File: src/rtl/pipe_pkg.sv
// Shared types and defaults for the elastic pipeline stage.
package pipe_pkg;

    localparam int unsigned PIPE_DEF_WIDTH = 32;
    localparam int unsigned PIPE_DEF_CNT_W = 16;

    // Occupancy encoding is {skid_v, main_v}; 2'b10 is unreachable.
    typedef enum logic [1:0] {
        EMPTY = 2'b00,
        ONE   = 2'b01,
        FULL  = 2'b11
    } pipe_state_e;

endpackage

File: src/rtl/pipe_sat_counter.sv
// Saturating up-counter used for stage stall/bubble statistics.
module pipe_sat_counter #(
    parameter int CNT_W = 16
) (
    input  logic             clk,
    input  logic             rst_n,
    input  logic             inc_i,
    output logic [CNT_W-1:0] cnt_o
);

    logic [CNT_W-1:0] cnt_q;
    logic [CNT_W-1:0] cnt_d;

    // Increment unless already at the all-ones ceiling.
    always_comb begin
        cnt_d = cnt_q;
        if (inc_i && (cnt_q != {CNT_W{1'b1}})) begin
            cnt_d = cnt_q + 1'b1;
        end
    end

    // Counter register; cleared only by reset.
    always_ff @(posedge clk or negedge rst_n) begin
        if (!rst_n) begin
            cnt_q <= '0;
        end else begin
            cnt_q <= cnt_d;
        end
    end

    assign cnt_o = cnt_q;

endmodule

File: src/rtl/pipe_skid_stage.sv
// Elastic pipeline register with a two-entry skid buffer and a registered
// in_ready_o. Define PIPE_SKID_PERF_EN to add saturating stall/bubble counters.
//
// Handshake: a beat transfers on a rising edge where valid and ready are both
// high; valid never depends on ready, and once out_valid_o is raised it stays
// high with stable out_data_o until out_fire or flush_i.
module pipe_skid_stage
    import pipe_pkg::*;
#(
    parameter int WIDTH = PIPE_DEF_WIDTH,
    parameter int CNT_W = PIPE_DEF_CNT_W
) (
    input  logic             clk,
    input  logic             rst_n,
    input  logic             flush_i,
    input  logic             in_valid_i,
    output logic             in_ready_o,
    input  logic [WIDTH-1:0] in_data_i,
    output logic             out_valid_o,
    input  logic             out_ready_i,
    output logic [WIDTH-1:0] out_data_o
`ifdef PIPE_SKID_PERF_EN
    ,
    output logic [CNT_W-1:0] stall_cnt_o,
    output logic [CNT_W-1:0] bubble_cnt_o
`endif
);

    logic             main_v_q, main_v_d;
    logic             skid_v_q, skid_v_d;
    logic [WIDTH-1:0] main_q, main_d;
    logic [WIDTH-1:0] skid_q, skid_d;
    logic             in_ready_q, in_ready_d;
    logic             in_fire;
    logic             out_fire;
    pipe_state_e      state_dbg;

    assign state_dbg = pipe_state_e'({skid_v_q, main_v_q});
    assign in_fire   = in_valid_i & in_ready_q;
    assign out_fire  = main_v_q & out_ready_i;

    // Occupancy transitions; payloads load only on the accepting events.
    always_comb begin
        main_v_d = main_v_q;
        skid_v_d = skid_v_q;
        main_d   = main_q;
        skid_d   = skid_q;
        if (flush_i) begin
            // Flush wins over a simultaneous in_fire; payloads are kept.
            main_v_d = 1'b0;
            skid_v_d = 1'b0;
        end else begin
            case (state_dbg)
                EMPTY: begin
                    if (in_fire) begin
                        main_v_d = 1'b1;
                        main_d   = in_data_i;
                    end
                end
                ONE: begin
                    if (in_fire && out_fire) begin
                        main_d = in_data_i;
                    end else if (in_fire) begin
                        skid_v_d = 1'b1;
                        skid_d   = in_data_i;
                    end else if (out_fire) begin
                        main_v_d = 1'b0;
                    end
                end
                FULL: begin
                    if (out_fire) begin
                        skid_v_d = 1'b0;
                        main_d   = skid_q;
                    end
                end
                default: begin
                    main_v_d = 1'b0;
                    skid_v_d = 1'b0;
                end
            endcase
        end
        // Ready is precomputed from next occupancy so it leaves a flop.
        in_ready_d = ~skid_v_d;
    end

    // Stage registers; asynchronous reset drops any in-flight data.
    always_ff @(posedge clk or negedge rst_n) begin
        if (!rst_n) begin
            main_v_q   <= 1'b0;
            skid_v_q   <= 1'b0;
            main_q     <= '0;
            skid_q     <= '0;
            in_ready_q <= 1'b1;
        end else begin
            main_v_q   <= main_v_d;
            skid_v_q   <= skid_v_d;
            main_q     <= main_d;
            skid_q     <= skid_d;
            in_ready_q <= in_ready_d;
        end
    end

    assign in_ready_o  = in_ready_q;
    assign out_valid_o = main_v_q;
    assign out_data_o  = main_q;

`ifdef PIPE_SKID_PERF_EN
    logic stall_inc;
    logic bubble_inc;

    assign stall_inc  = main_v_q & ~out_ready_i;
    assign bubble_inc = ~main_v_q;

    pipe_sat_counter #(.CNT_W(CNT_W)) u_stall_cnt (
        .clk   (clk),
        .rst_n (rst_n),
        .inc_i (stall_inc),
        .cnt_o (stall_cnt_o)
    );

    pipe_sat_counter #(.CNT_W(CNT_W)) u_bubble_cnt (
        .clk   (clk),
        .rst_n (rst_n),
        .inc_i (bubble_inc),
        .cnt_o (bubble_cnt_o)
    );
`endif

    param_ok_a: assert property (@(posedge clk) (WIDTH >= 1) && (CNT_W >= 1));

    legal_state_a: assert property (@(posedge clk) disable iff (!rst_n)
        state_dbg != pipe_state_e'(2'b10));

    hold_stable_a: assert property (@(posedge clk) disable iff (!rst_n)
        (main_v_q && !out_ready_i && !flush_i) |=> (main_v_q && $stable(main_q)));

endmodule

File: config.mk
export PLATFORM = sky130hd
export DESIGN_NAME = pipe_skid_stage
export DESIGN_NICKNAME = d
export VERILOG_FILES = /design/src/rtl/pipe_pkg.sv /design/src/rtl/pipe_sat_counter.sv /design/src/rtl/pipe_skid_stage.sv
export SDC_FILE = /design/constraint.sdc
export NUM_CORES = 1
export LEC_CHECK = 0
export ABC_AREA = 1
export CAP_MARGIN = 20
export CORE_MARGIN = 2
export CORE_UTILIZATION = 54
export DETAILED_ROUTE_END_ITERATION = 12
export PLACE_DENSITY = 0.9
export SETUP_SLACK_MARGIN = 0.1
export SLEW_MARGIN = 20
export SYNTH_ARGS = -nofsm -noshare
export SYNTH_HDL_FRONTEND = slang
export SYNTH_SLANG_ARGS = --single-unit
File: constraint.sdc
create_clock -name clk -period 4.2 [get_ports clk]
set_clock_uncertainty 0.2 [all_clocks]
set_input_delay 0.42 -clock clk [delete_from_list [all_inputs] [get_ports clk]]
set_output_delay 0.42 -clock clk [all_outputs]
set_load 0.01 [all_outputs]
# Yosys cells after proc, flatten, opt, wreduce, memory -nomap -nowiden
# Cells that the tools add are included.
# totals
register_bits,67
inputBits,37
out_inout_bits,34
elab_cells,41
# classes
eq_ne,10
muxes,15
bitwise,5
reduce_logical,6
# op_table
op,count
32-bit 2-to-1 mux,3
32-bit case mux with 3 select lines,1
3-bit != test (second input constant),4
5-bit AND reduction,2
1-bit 2-to-1 mux,9
2-bit != test (second input constant),4
1-bit case mux with 3 select lines,2
4-bit AND reduction,1
1-bit NOT,3
3-bit nonzero test,1
1-bit AND,2
2-bit by 1-bit equality test with 1-bit output (second input constant),1
2-bit equality test (second input constant),1
2-bit zero test,1
1-bit logical AND,1

# Logic depth before layout (Yosys ltp)
# Gate-level depths: netlist of the first run.
# depth
ltp_word,6
ltp_mapped,7
mapped_depth_nobuf,6

# Least setup slack after synthesis of the first run
# Ideal clock, no wire load.
# synth_path
path_type,reg2reg
startpoint,"register in_ready_q, in the netlist in_ready_o"
endpoint,"register main_q[13], in the netlist out_data_o[13]"
setup_time_ns,0.123
arrival_ns,1.213
required_ns,3.877
setup_slack_ns,2.664
stages_incl_launch_ff,7
path_buffers,1
period_less_slack_ns,1.536
cell_sequence,dfstp_2 -> nand2_1 -> a21oi_4 -> nand2_4 -> buf_6 -> nand2_1 -> o21ai_2
# synth_via
elab_chain_cells,4
word_cells_on_any_way,5
classes_between,eq/ne (2); bitwise (1); reduce/logical (2)
# synth_rtl
element,line,rtl
from (decl),pipe_skid_stage.sv:33,"logic in_ready_q, in_ready_d;"
from (signal assigned),pipe_skid_stage.sv:99,in_ready_q <= in_ready_d;
1-bit AND (*),pipe_skid_stage.sv:39,assign in_fire = in_valid_i & in_ready_q;
1-bit logical AND,pipe_skid_stage.sv:61,if (in_fire && out_fire) begin
2-bit != test (no line),-,
5-bit AND reduction (no line) (*),-,
to (signal assigned),pipe_skid_stage.sv:97,main_q <= main_d;
to (decl),pipe_skid_stage.sv:31,"logic [WIDTH-1:0] main_q, main_d;"
# Every way passes the cells marked *; elsewhere a longest branch is shown, timed or not.
# A chain may end at the register's enable or synchronous reset.

# Worst setup path after layout of the first run
# layout_path
startpoint,input flush_i
endpoint,register skid_q[8]
# layout_via
elab_chain_cells,2
# layout_rtl
element,line,rtl
from (decl),pipe_skid_stage.sv:15,"input logic flush_i,"
1-bit NOT (no line),-,
4-bit AND reduction (no line),-,
to (signal assigned),pipe_skid_stage.sv:98,skid_q <= skid_d;
to (decl),pipe_skid_stage.sv:32,"logic [WIDTH-1:0] skid_q, skid_d;"
# Every way passes these cells.

==> results of run 1 <==
==> tightest hold or removal path: cells and delay by family (launching register included) <==
family          cells  cell delay [ns]
simple gates        1             0.06
compound gates      1             0.05
flops               1             0.34
==> Yosys cell counts <==
| library cell | instances |
|---|---|
| a21oi_1 | 30 |
| a21oi_4 | 1 |
| buf_2 | 7 |
| buf_4 | 5 |
| buf_6 | 7 |
| dfrtp_1 | 66 |
| dfstp_2 | 1 |
| inv_1 | 36 |
| inv_2 | 2 |
| nand2_1 | 73 |
| nand2_4 | 1 |
| nand3_1 | 4 |
| nand3_4 | 1 |
| nand4_1 | 2 |
| nor2_1 | 32 |
| nor2_2 | 1 |
| nor2_4 | 1 |
| o21ai_0 | 33 |
| o21ai_1 | 5 |
| o21ai_2 | 28 |
==> flip-flops by register name, summed over array words and instances (netlist names) <==
| register | flops |
|---|---|
| out_data_o | 32 |
| skid_v_q | 1 |
| in_ready_o | 1 |
| skid_q | 32 |
| out_valid_o | 1 |
==> routing by layer <==
metal	global-route usage (%)	vias to the layer above
met5	0	-
met1	25.8	1142
li1	-	1197
met3	4.43	8
met4	9.31	0
met2	32.8	60
==> per-stage QoR <==
step / utilization [%] / hold slack (ns) / worst slack, ns / area [um2] / power (uW)
after floorplan: - / -0.0756 / 2.66 / 3050 / 1220
after global placement: 67.4 / 0.265 / 1.85 / 3690 / 1460
after detailed placement: 67.4 / 0.269 / 1.80 / 3690 / 1490
after CTS: 71.7 / 0.286 / 2.16 / 3930 / 2100
after global routing: 71.7 / 0.302 / 2.01 / 3930 / 2200
final: 71.7 / 0.283 / 2.13 / 3930 / 2080
==> final cells by class <==
type	count	area (um2)	area share, %
clock inverter	5	75.1	1.91
timing repair buffer	72	713	18.2
sequential	67	1680	42.7
inverter	38	143	3.63
tap	72	90.1	2.30
multi-input combinational	212	1070	27.4
clock buffer	11	151	3.86
==> worst max-delay path by stage <==
stage | slack (ns) | end | start
finish | 2.13 | skid_q[8] | flush_i
global route | 2.01 | skid_q[28] | flush_i
CTS | 2.16 | skid_q[8] | flush_i
detailed placement | 1.80 | skid_q[8] | flush_i
global placement | 1.85 | skid_q[4] | flush_i
floorplan | 2.66 | out_data_o[13] | in_ready_o
==> report_power, final <==
group | internal (uW) | switching (uW)
Clock | 364 | 235
Combinational | 279 | 273
Sequential | 840 | 84.9
==> cell families (layout without fill, tap and decap cells) <==
| group | count (synthesis) | count (layout) | synth area share, % |
|---|---|---|---|
| compound gates | 97 | 97 | 19.8 |
| buf+inv | 57 | 126 | 9.65 |
| flops | 67 | 67 | 55.1 |
| simple gates | 115 | 115 | 15.5 |
==> reports/metrics.cfg, run 1 <==
[detailed_routing]
wl_met2_um=3050
routedWlPerCell_um=12.5
antenna_left=0
vias=2407
drt_pass1_iterations=4
drt_first_iter_violations=145
drc=0
wl_met1_um=2590
vias_per_cell=5.05
routed-wl-met3_um=275
dr.max_layer_used=met4
wl_um=5980

[cells_and_area]
final_nets=437
layout_commonest_cell=nand2_1
most-common-layout-cells=73 x nand2_1, 69 x clkdlybuf4s50_1, 66 x dfrtp_1
n_antenna_cell=0
finalNonFillerCells=477
fill_cells=440
area_growth_pct=28.8
drive_gt1_share_pct=13.3

[power_and_ir_drop]
leakagePower_uw=0.00182
powerDensity_nw_per_um2=529
vdd_drop_max_v=0.000269

[place]
port_buffers=70
finalWeightedCongestion=0.746
placed_cells=460
place_hpwl_um=3980

[hold_path]
hp-start=out_data_o[6]
hold_depth=2
hold_path.class=register to register
min_to=out_data_o[6]

[clock_network]
cts_buffers=9
clk_latency_ns=0.33
cts_hold_buffers=1
clock-root-buffer=clkbuf_8
cts_buffer_depth=2
clk_pin_slew_ns=0.07
post_cts_buffers=0
cts_tree=yes
cts_resized=0
cts.sinks=67
cts_htree_levels=3

[setup_path]
cp_data_arrival_time_ns=2.05
endpoint_kind=register
cp.required_ns=4.18
timing.rr.end=skid_q[8]
path_depth=5
rr_startpoint=in_ready_o
critPathMaxStageDelay_ns=0.52
crit_fanout=64
r2r_cells=5
path_class=primary input to register
slowest_stage=clkdlybuf4s50_1
ff2ff_setup_slack_ns=2.18
crit_family=simple AND/OR/NAND/NOR gates
path_cells=clkdlybuf4s50_1 > nor2_2 > nand3_4 > nor2_1 > a21oi_1
crit_buf_inv=1
crit_path_start_kind=primary input

[logic_synthesis]
ys_types=20
yosysTopAreaCell=dfrtp_1
yosysTopAreaCellShare_pct=54.2
netlist_instances=336
synth-warning-count=0
syn_area_um2=3050
avgSynthCellArea_um2=9.07
ys_seq_elements=67
yosysSeqAreaShare_pct=55.1
postSynthNetCount=373
synth_area_leaders=dfrtp_1 54%, nand2_1 9.0%, o21ai_2 8.0%

[floorplan]
die-area_um2=6260
boundaryPins=71
fp.dieH_um=79.1
start_util_pct=55.7
core.rowCount=27
die_w_um=79.1
coreArea_um2=5470

[sta]
period_share_pct=49.2
fin_setup_tns_ns=0
fmax_ghz=0.484
worstMarginPinSlew_ns=0.905
fin_crit_ns=2.07
setup_viol=0
finalHoldViolCount=0
rsz0062_at_grt=no
slew_violations=0
relSlewSlack_pct=39.6

[grt]
grt_pass1_wl_um=9780
grt_max_degree=66
grt_usage_pct=20.2
grt_overflow=0
grt_pass1_vias=2148
antenna_found_initial=0

[run_status]
status=finished, final reports clean

[job]
drv_cap=0

Note: power is estimated with default switching activity, not from simulation.
==> run 2, diff against run 1 <==
- CORE_UTILIZATION: 54 -> 50
- PLACE_DENSITY: 0.9 -> 0.85
- clock period: 4.2 -> 2 ns (I/O delays scaled with it)
==> reports/metrics.cfg, run 2 (same netlist as run 1, synthesis figures left out) <==
[floorplan]
boundaryPins=71  ; unchanged
coreArea_um2=5920  ; was 5470 um2
core.rowCount=28  ; was 27
die_w_um=82.1  ; was 79.1 um
start_util_pct=51.5  ; was 55.7%
die-area_um2=6730  ; was 6260 um2
fp.dieH_um=82.1  ; was 79.1 um

[sta]
relSlewSlack_pct=76.1  ; was 39.6%
fin_setup_tns_ns=0  ; unchanged
period_share_pct=89.4
setup_viol=0  ; unchanged
finalHoldViolCount=0  ; unchanged
rsz0062_at_grt=no  ; unchanged
fin_crit_ns=1.79
worstMarginPinSlew_ns=0.358  ; was 0.905 ns
slew_violations=0  ; unchanged
fin_ws_ns=0.212  ; was 2.13 ns
fmax_ghz=0.559

[grt]
grt_pass1_vias=2265  ; was 2,148
met1_usage_pct=25.3  ; was 25.8%
grt_busiest_layer=met2  ; unchanged
grt_pass1_wl_um=10100  ; was 9780 um
antenna_found_initial=0  ; unchanged
grt_overflow=0  ; unchanged
grt_use_met2_pct=31.9  ; was 32.8%
grt_max_degree=68  ; was 66
grt_usage_pct=19.8  ; was 20.2%
use_met3_pct=4.84  ; was 4.43%

[clock_network]
cts.sinks=67  ; unchanged
cts_buffer_depth=2  ; unchanged
clk_pin_slew_ns=0.07  ; about the same
clock-root-buffer=clkbuf_8  ; unchanged
cts_hold_buffers=1  ; unchanged
cts_buffers=9  ; unchanged
cts_tree=yes  ; unchanged
cts_htree_levels=3  ; unchanged
post_cts_buffers=0  ; unchanged
cts_resized=0  ; unchanged
clk_latency_ns=0.33  ; about the same

[setup_path]
endpoint_kind=output pin  ; was register
crit_buf_inv=1  ; unchanged
crit_path_start_kind=register  ; was primary input
crit_fanout=2  ; was 64
path_class=register to output pin  ; was primary input to register
critPathMaxStageDelay_ns=0.53  ; was 0.52 ns
r2r_cells=6  ; was 5
ff2ff_setup_slack_ns=0.30  ; was 2.18 ns
cp_data_arrival_time_ns=1.39  ; was 2.05 ns
rr_startpoint=in_ready_o  ; unchanged
cp.required_ns=1.60  ; was 4.18 ns
slowest_stage=dfstp_2  ; was clkdlybuf4s50_1
crit_family=flip-flops  ; was simple AND/OR/NAND/NOR gates
path_cells=clkdlybuf4s50_1  ; was clkdlybuf4s50_1 > nor2_2 > nand3_4 > nor2_1 > a21oi_1
timing.rr.end=out_data_o[16]  ; was skid_q[8]

[place]
dpl_cell_area_um2=3760  ; was 3690 um2
finalWeightedCongestion=0.780  ; was 0.746
place_hpwl_um=3990  ; was 3980 um
port_buffers=70  ; unchanged
place_ws_ns=0.171  ; was 1.80 ns

[detailed_routing]
antenna_left=0  ; unchanged
drt_first_iter_violations=77  ; was 145
drc=0  ; unchanged
drt_pass1_iterations=4  ; unchanged
vias_per_cell=4.93  ; was 5.05
wl_um=5970  ; was 5980 um
vias=2398  ; was 2,407
routedWlPerCell_um=12.3  ; was 12.5 um

[run_status]
status=finished, final reports clean  ; unchanged

[cells_and_area]
area_growth_pct=29.5  ; was 28.8%
most-common-layout-cells=73 x nand2_1, 69 x clkdlybuf4s50_1, 66 x dfrtp_1  ; unchanged
final_nets=443  ; was 437
fill_cells=499  ; was 440
n_antenna_cell=0  ; unchanged
final_util_pct=66.6  ; was 71.7%
final_cell_area_um2=3950  ; was 3930 um2
layout_commonest_cell=nand2_1  ; unchanged
drive_gt1_share_pct=13.9  ; was 13.3%

[power_and_ir_drop]
switching_share_pct=29.8  ; was 28.6%
p_sw_uw=1220  ; was 593 uW
seqPwrFrac_pct=47.0  ; was 44.5%
p_clk_share_pct=24.3  ; was 28.8%
power_frac_comb_pct=28.7  ; was 26.6%
vdd_drop_max_v=0.000515  ; was 0.000269 V
intPower_uw=2880  ; was 1480 uW
leakagePower_uw=0.00183  ; was 0.00182 uW
powerDensity_nw_per_um2=1040  ; was 529 nW/um2

[job]
drv_cap=0  ; unchanged

[hold_path]
hold_path.class=primary input to asynchronous set/reset pin  ; was register to register

[run 2: metal layers]
metal  up-vias  part of all wire (%)  wire (um)
li1       1205                     -          -
met1      1133                    45       2680
met2        54                    49       2910
met3         6                   5.3        315
met4         0                   1.0         61
met5         -                     0          0
[run 2: per-stage QoR]
stage,hold WS (ns),total power (uW),cells
6_report,0.221,4100,486
3_3_place_gp,0.0481,3080,469
4_1_cts,0.226,4150,486
3_5_place_dp,0.0526,3140,469
5_1_grt,0.253,4380,486
2_1_floorplan,-0.296,2570,336
[run 2: worst max-delay path by stage]
| stage | start | endpoint | slack, ns | cells past startpoint |
|---|---|---|---|---|
| 3_3_place_gp | in_valid_i | out_data_o[15] | 0.22 | 7 |
| 5_1_grt | in_ready_o | in_ready_o | 0.17 | 1 |
| 3_5_place_dp | in_valid_i | out_data_o[12] | 0.17 | 7 |
| 4_1_cts | in_ready_o | in_ready_o | 0.19 | 1 |
| 6_report | in_ready_o | in_ready_o | 0.21 | 1 |
| 2_1_floorplan | in_ready_o | out_data_o[13] | 0.46 | 6 |
[run 2: power by group through the flow]
| stage | Sequential [uW] | Combinational (uW) | Clock (uW) |
|---|---|---|---|
| finish | 1930 | 1180 | 995 |
| floorplan | 2010 | 557 | 0 |
| CTS | 1930 | 1200 | 1020 |
| global route | 1970 | 1330 | 1080 |
| global placement | 1940 | 1140 | 0 |
| detailed placement | 1950 | 1190 | 0 |
[run 2: layout make-up]
| type | instances | area (um2) | share of cell area, % |
|---|---|---|---|
| well taps | 75 | 93.8 | 2.38 |
| multi-input cells | 212 | 1070 | 27.2 |
| flip-flops and latches | 67 | 1680 | 42.5 |
| repair buffers | 78 | 783 | 19.9 |
| clock inverters | 2 | 10.0 | 0.254 |
| clock buffers | 14 | 163 | 4.12 |
| inverters | 38 | 143 | 3.62 |
